$ cat config.mk
export PLATFORM = sky130hd
export DESIGN_NAME = fir_prog
export DESIGN_NICKNAME = d
export VERILOG_FILES = /design/src/rtl/fir_pkg.sv /design/src/rtl/fir_delay_line.sv /design/src/rtl/fir_prog.sv
export SDC_FILE = /design/constraint.sdc
export NUM_CORES = 2
export LEC_CHECK = 0
export ABC_AREA = 1
export CORE_UTILIZATION = 45
export CTS_CLUSTER_SIZE = 40
export DETAILED_ROUTE_END_ITERATION = 7
export DONT_BUFFER_PORTS = 1
export HOLD_SLACK_MARGIN = 0.12
export SYNTH_ARGS = -nofsm -noshare
export SYNTH_HDL_FRONTEND = slang
export SYNTH_SLANG_ARGS = --single-unit
$ cat constraint.sdc
create_clock -name clk -period 17.8 [get_ports clk]
set_input_delay 1.78 -clock clk [delete_from_list [all_inputs] [get_ports clk]]
set_output_delay 1.78 -clock clk [all_outputs]
set_load 0.01 [all_outputs]
$ cat src/rtl/fir_pkg.sv
// Shared types and default sizing for the programmable FIR filter.
package fir_pkg;

    typedef enum logic [1:0] {
        IDLE,
        MAC,
        OUT
    } state_t;

    localparam int DW_DEF   = 32;
    localparam int CW_DEF   = 16;
    localparam int TAPS_DEF = 16;
    localparam int FRAC_DEF = 0;

endpackage

$ cat src/rtl/fir_delay_line.sv
// Circular sample buffer with head pointer, fill count and flush.
module fir_delay_line #(
    parameter int DW   = 32,
    parameter int TAPS = 16
) (
    input  logic                        clk,
    input  logic                        rst,
    input  logic                        flush,
    input  logic                        push,
    input  logic signed [DW-1:0]        din,
    input  logic [$clog2(TAPS)-1:0]     k,
    output logic signed [DW-1:0]        tap,
    output logic                        full
);

    localparam int IW = $clog2(TAPS);

    logic signed [DW-1:0] mem [TAPS];
    logic [IW-1:0]        head;
    logic [IW:0]          fill;
    logic [IW:0]          sum;
    logic [IW:0]          idx;

    always_ff @(posedge clk) begin
        if (rst || flush) begin
            for (int i = 0; i < TAPS; i++) begin
                mem[i] <= '0;
            end
            head <= '0;
            fill <= '0;
        end else if (push) begin
            mem[head] <= din;
            head      <= (head == IW'(TAPS - 1)) ? '0 : head + IW'(1);
            if (fill != (IW+1)'(TAPS)) begin
                fill <= fill + (IW+1)'(1);
            end
        end
    end

    // Newest sample sits just behind head, so x[n-k] is at head-1-k mod TAPS.
    always_comb begin
        sum = {1'b0, head} + (IW+1)'(TAPS - 1) - {1'b0, k};
        idx = (sum >= (IW+1)'(TAPS)) ? sum - (IW+1)'(TAPS) : sum;
    end

    assign tap  = mem[IW'(idx)];
    assign full = (fill == (IW+1)'(TAPS));

endmodule

$ cat src/rtl/fir_prog.sv
// Programmable FIR: one shared multiplier sweeps all taps per sample,
// then the accumulator is scaled, saturated and presented on y.
module fir_prog
    import fir_pkg::*;
#(
    parameter int DW   = DW_DEF,
    parameter int CW   = CW_DEF,
    parameter int TAPS = TAPS_DEF,
    parameter int FRAC = FRAC_DEF
) (
    input  logic                        clk,
    input  logic                        rst,
    input  logic                        enable,
    input  logic signed [DW-1:0]        x,
    input  logic                        flush,
    input  logic                        coef_we,
    input  logic [$clog2(TAPS)-1:0]     coef_addr,
    input  logic signed [CW-1:0]        coef_data,
    output logic                        busy,
    output logic                        valid,
    output logic signed [DW-1:0]        y
);

    localparam int IW = $clog2(TAPS);
    localparam int PW = DW + CW;
    localparam int AW = DW + CW + IW;

    localparam logic signed [AW-1:0] MAXV =
        {{(AW-DW+1){1'b0}}, {(DW-1){1'b1}}};
    localparam logic signed [AW-1:0] MINV =
        {{(AW-DW+1){1'b1}}, {(DW-1){1'b0}}};

    state_t               state;
    logic [IW-1:0]        k;
    logic signed [AW-1:0] acc;
    logic signed [CW-1:0] coef [TAPS];
    logic signed [DW-1:0] tap;
    logic signed [PW-1:0] prod;
    logic signed [AW-1:0] sh;
    logic signed [DW-1:0] y_sat;
    logic                 full;
    logic                 idle;
    logic                 accept;
    logic                 flush_en;
    logic                 wr;

    assign idle     = (state == IDLE);
    assign busy     = !idle;
    assign flush_en = idle && flush;
    assign accept   = idle && enable && !flush;
    assign wr       = idle && !enable && coef_we;

    fir_delay_line #(
        .DW   (DW),
        .TAPS (TAPS)
    ) u_dl (
        .clk   (clk),
        .rst   (rst),
        .flush (flush_en),
        .push  (accept),
        .din   (x),
        .k     (k),
        .tap   (tap),
        .full  (full)
    );

    assign prod = coef[k] * tap;
    assign sh   = acc >>> FRAC;

    always_comb begin
        y_sat = sh[DW-1:0];
        if (sh > MAXV) begin
            y_sat = {1'b0, {(DW-1){1'b1}}};
        end else if (sh < MINV) begin
            y_sat = {1'b1, {(DW-1){1'b0}}};
        end
    end

    always_ff @(posedge clk) begin
        if (rst) begin
            state <= IDLE;
            k     <= '0;
            acc   <= '0;
            y     <= '0;
            valid <= 1'b0;
            for (int i = 0; i < TAPS; i++) begin
                coef[i] <= '0;
            end
        end else begin
            valid <= 1'b0;
            if (wr) begin
                coef[coef_addr] <= coef_data;
            end
            unique case (state)
                IDLE: begin
                    if (accept) begin
                        acc   <= '0;
                        k     <= '0;
                        state <= MAC;
                    end
                end
                MAC: begin
                    acc <= acc + AW'(prod);
                    if (k == IW'(TAPS - 1)) begin
                        state <= OUT;
                    end else begin
                        k <= k + IW'(1);
                    end
                end
                OUT: begin
                    // y only moves on a real output so it holds between pulses
                    if (full) begin
                        y     <= y_sat;
                        valid <= 1'b1;
                    end
                    state <= IDLE;
                end
                default: state <= IDLE;
            endcase
        end
    end

endmodule

==> flow_metrics.tcl <==
set metrics [dict create \
    maxCapViolCount 0 \
    vias_per_cell 5.59 \
    critical_path.max_fanout 69 \
    tightest_slew_ns 1.21 \
    postCtsResizedCells 0 \
    rsz0062_at_grt "no" \
    coreArea_sq_mm 0.130 \
    wire_per_inst_um 23.7 \
    hpwlAfterDp_mm 126 \
    worst_slack_ns 7.21 \
    critical_path.max_stage_delay_ns 0.86 \
    cts_buffer_depth 3 \
    hold_class "register to register" \
    hold_buffers 0 \
    crit_top_cell "inv_1" \
    violations "DRC" \
    cts_root_buffer "clkbuf_16" \
    nets 6924 \
    clock_latency_ns 0.72 \
    dp_cells 7807 \
    grt_max_degree 106 \
    grt_pass1_vias 45000 \
    relSlewSlack_pct 18.9 \
    core.rowCount 132 \
    worstSetupStartpointType "register" \
    cts_tree "done" \
    track_usage_pct 28.8 \
    io_pins 91 \
    syn_avg_cell_area_sq_um 9.26 \
    pre_cts_ws_ns 7.30 \
    synth_edf_count 768 \
    area_growth_pct 6.91 \
    layout_common_cells "1267 x nand2_1, 1122 x nor2_1, 886 x inv_1" \
    synth_area_sq_mm 0.0589 \
    fillers 12100 \
    final_common_cell "nand2_1" \
    drt_iter0_drc 4807 \
    min_period_ns 10.59 \
    crit_type "register to register" \
    cts.clk_slew.worst_paths_ns 0.06 \
    post-route-period-util_pct 59.5 \
    wirelength_mm 189 \
    synth_cells 6357 \
    cp-end-kind "register" \
    ys_types 47 \
    max_freq_mhz 94.4 \
    dieArea_sq_mm 0.132 \
    crit_required_ns 18.40 \
    grt_overflow 0 \
    die_x_um 364 \
    yosysSeqAreaShare_pct 42.7 \
    synthArstFlopShare_pct 0 \
    grt_pass1_wl_mm 285 \
    fp.dieH_um 364 \
    synth_fp_nets 7118 \
    post_cts_buffers 0 \
    synth_seq_cells 872 \
    ant_nets 0 \
    numCtsBuffers 96 \
    status "finished, violations left" \
    antenna_found_initial 4 \
    tns_ns 0 \
    drc 2 \
    clock_skew_ns 0.0436 \
    slowest_stage "fa_4" \
    vias 44600 \
    dominantRegCellSynth "edfxtp_1" \
    initial_utilization_pct 45.4 \
    portBuffers 0 \
    yosysWarnings 0 \
    cts_sinks 872 \
    cts.htree.levels 3 \
    setup_viol 0 \
    gp_congestion 1.01 \
    worstPathArrival_ns 11.19 \
    dr.pass1.iters 8 \
    hold_viol 0 \
    drv_slew 0 \
    stdcell_count 7976 \
    drive_gt1_share_pct 4.60 \
]
[final timing paths]
kind,slack (ns),from,cells past startpoint,end
worst min-delay path,0.48,u_dl.fill[4],2,u_dl.fill[4]
worst min register to register,0.48,u_dl.fill[4],2,u_dl.fill[4]
worst max register to register,7.21,k[0],33,acc[33]
worst max-delay path,7.21,k[0],33,acc[33]
[worst max-delay path, delay by kind of cell (launching register included)]
family	cells	cell delay (ns)
DFF	1	0.37
AOI/OAI and AO/OA	7	1.36
and+or+nand+nor	7	1.99
adders and majority gates	9	4.27
buffers and inverters	10	2.32
[synth_stat cells, types with 40 or more instances]
library cell,n,area share [%]
nand2_1,1286,8.2
or2_1,42,0.45
o211ai_1,40,0.51
nor2_1,1123,7.2
nand3_1,127,1.1
clkbuf_1,196,1.2
o21ai_0,58,0.49
buf_2,125,1.1
ha_1,149,3.2
dfxtp_1,104,3.5
edfxtp_1,768,39
fa_1,555,19
inv_1,886,5.6
a221oi_1,144,2.1
a21oi_1,519,4.4
[per-stage QoR]
| stage | util (%) | instance area [sq um] | hold WS [ns] |
|---|---|---|---|
| after detailed placement | 46.3 | 60000 | 0.469 |
| after floorplan | - | 58900 | 0.452 |
| final | 48.6 | 63000 | 0.484 |
| after global routing | 48.6 | 63000 | 0.499 |
| after CTS | 48.6 | 63000 | 0.480 |
| after global placement | 46.3 | 60000 | 0.466 |
[kinds of logic (layout without fill, tap and decap cells)]
family / after synthesis / in the layout / share of synthesized area (%)
compound gates: 818 / 818 / 8.44
xor+xnor: 4 / 4 / 0.0914
fa+ha+maj: 704 / 704 / 22.0
buf+inv: 1274 / 1150 / 8.72
flops: 872 / 872 / 42.7
other cells: 0 / 1 / 0
simple gates: 2685 / 2685 / 18.0
[flip-flops by register name (all words and copies together), names as in the netlist, named ones only]
name and flops:
u_dl.fill 5, valid 1, y 32, k 4
u_dl.mem 512, acc 52, u_dl.head 4, state 2
coef 256
[routing by layer]
metal,routed length (um),track usage (%)
met5,28,0
met2,87600,46.6
met3,15900,4.88
met1,78100,38.9
met4,7050,10.8
[cell type report]
class	count	area (sq um)	area share, %
Clock buffer	128	2560	4.06
Inverter	903	3400	5.40
Tap cell	1742	2180	3.46
Timing Repair Buffer	79	593	0.942
Clock inverter	40	380	0.604
Antenna cell	1	2.50	0.00398
Sequential cell	872	25100	39.9
Multi-Input combinational cell	4211	28700	45.6
Power is left out: the tool's default activity adds up to more than one toggle a clock period on the data nets, which glitch-free logic cannot reach.
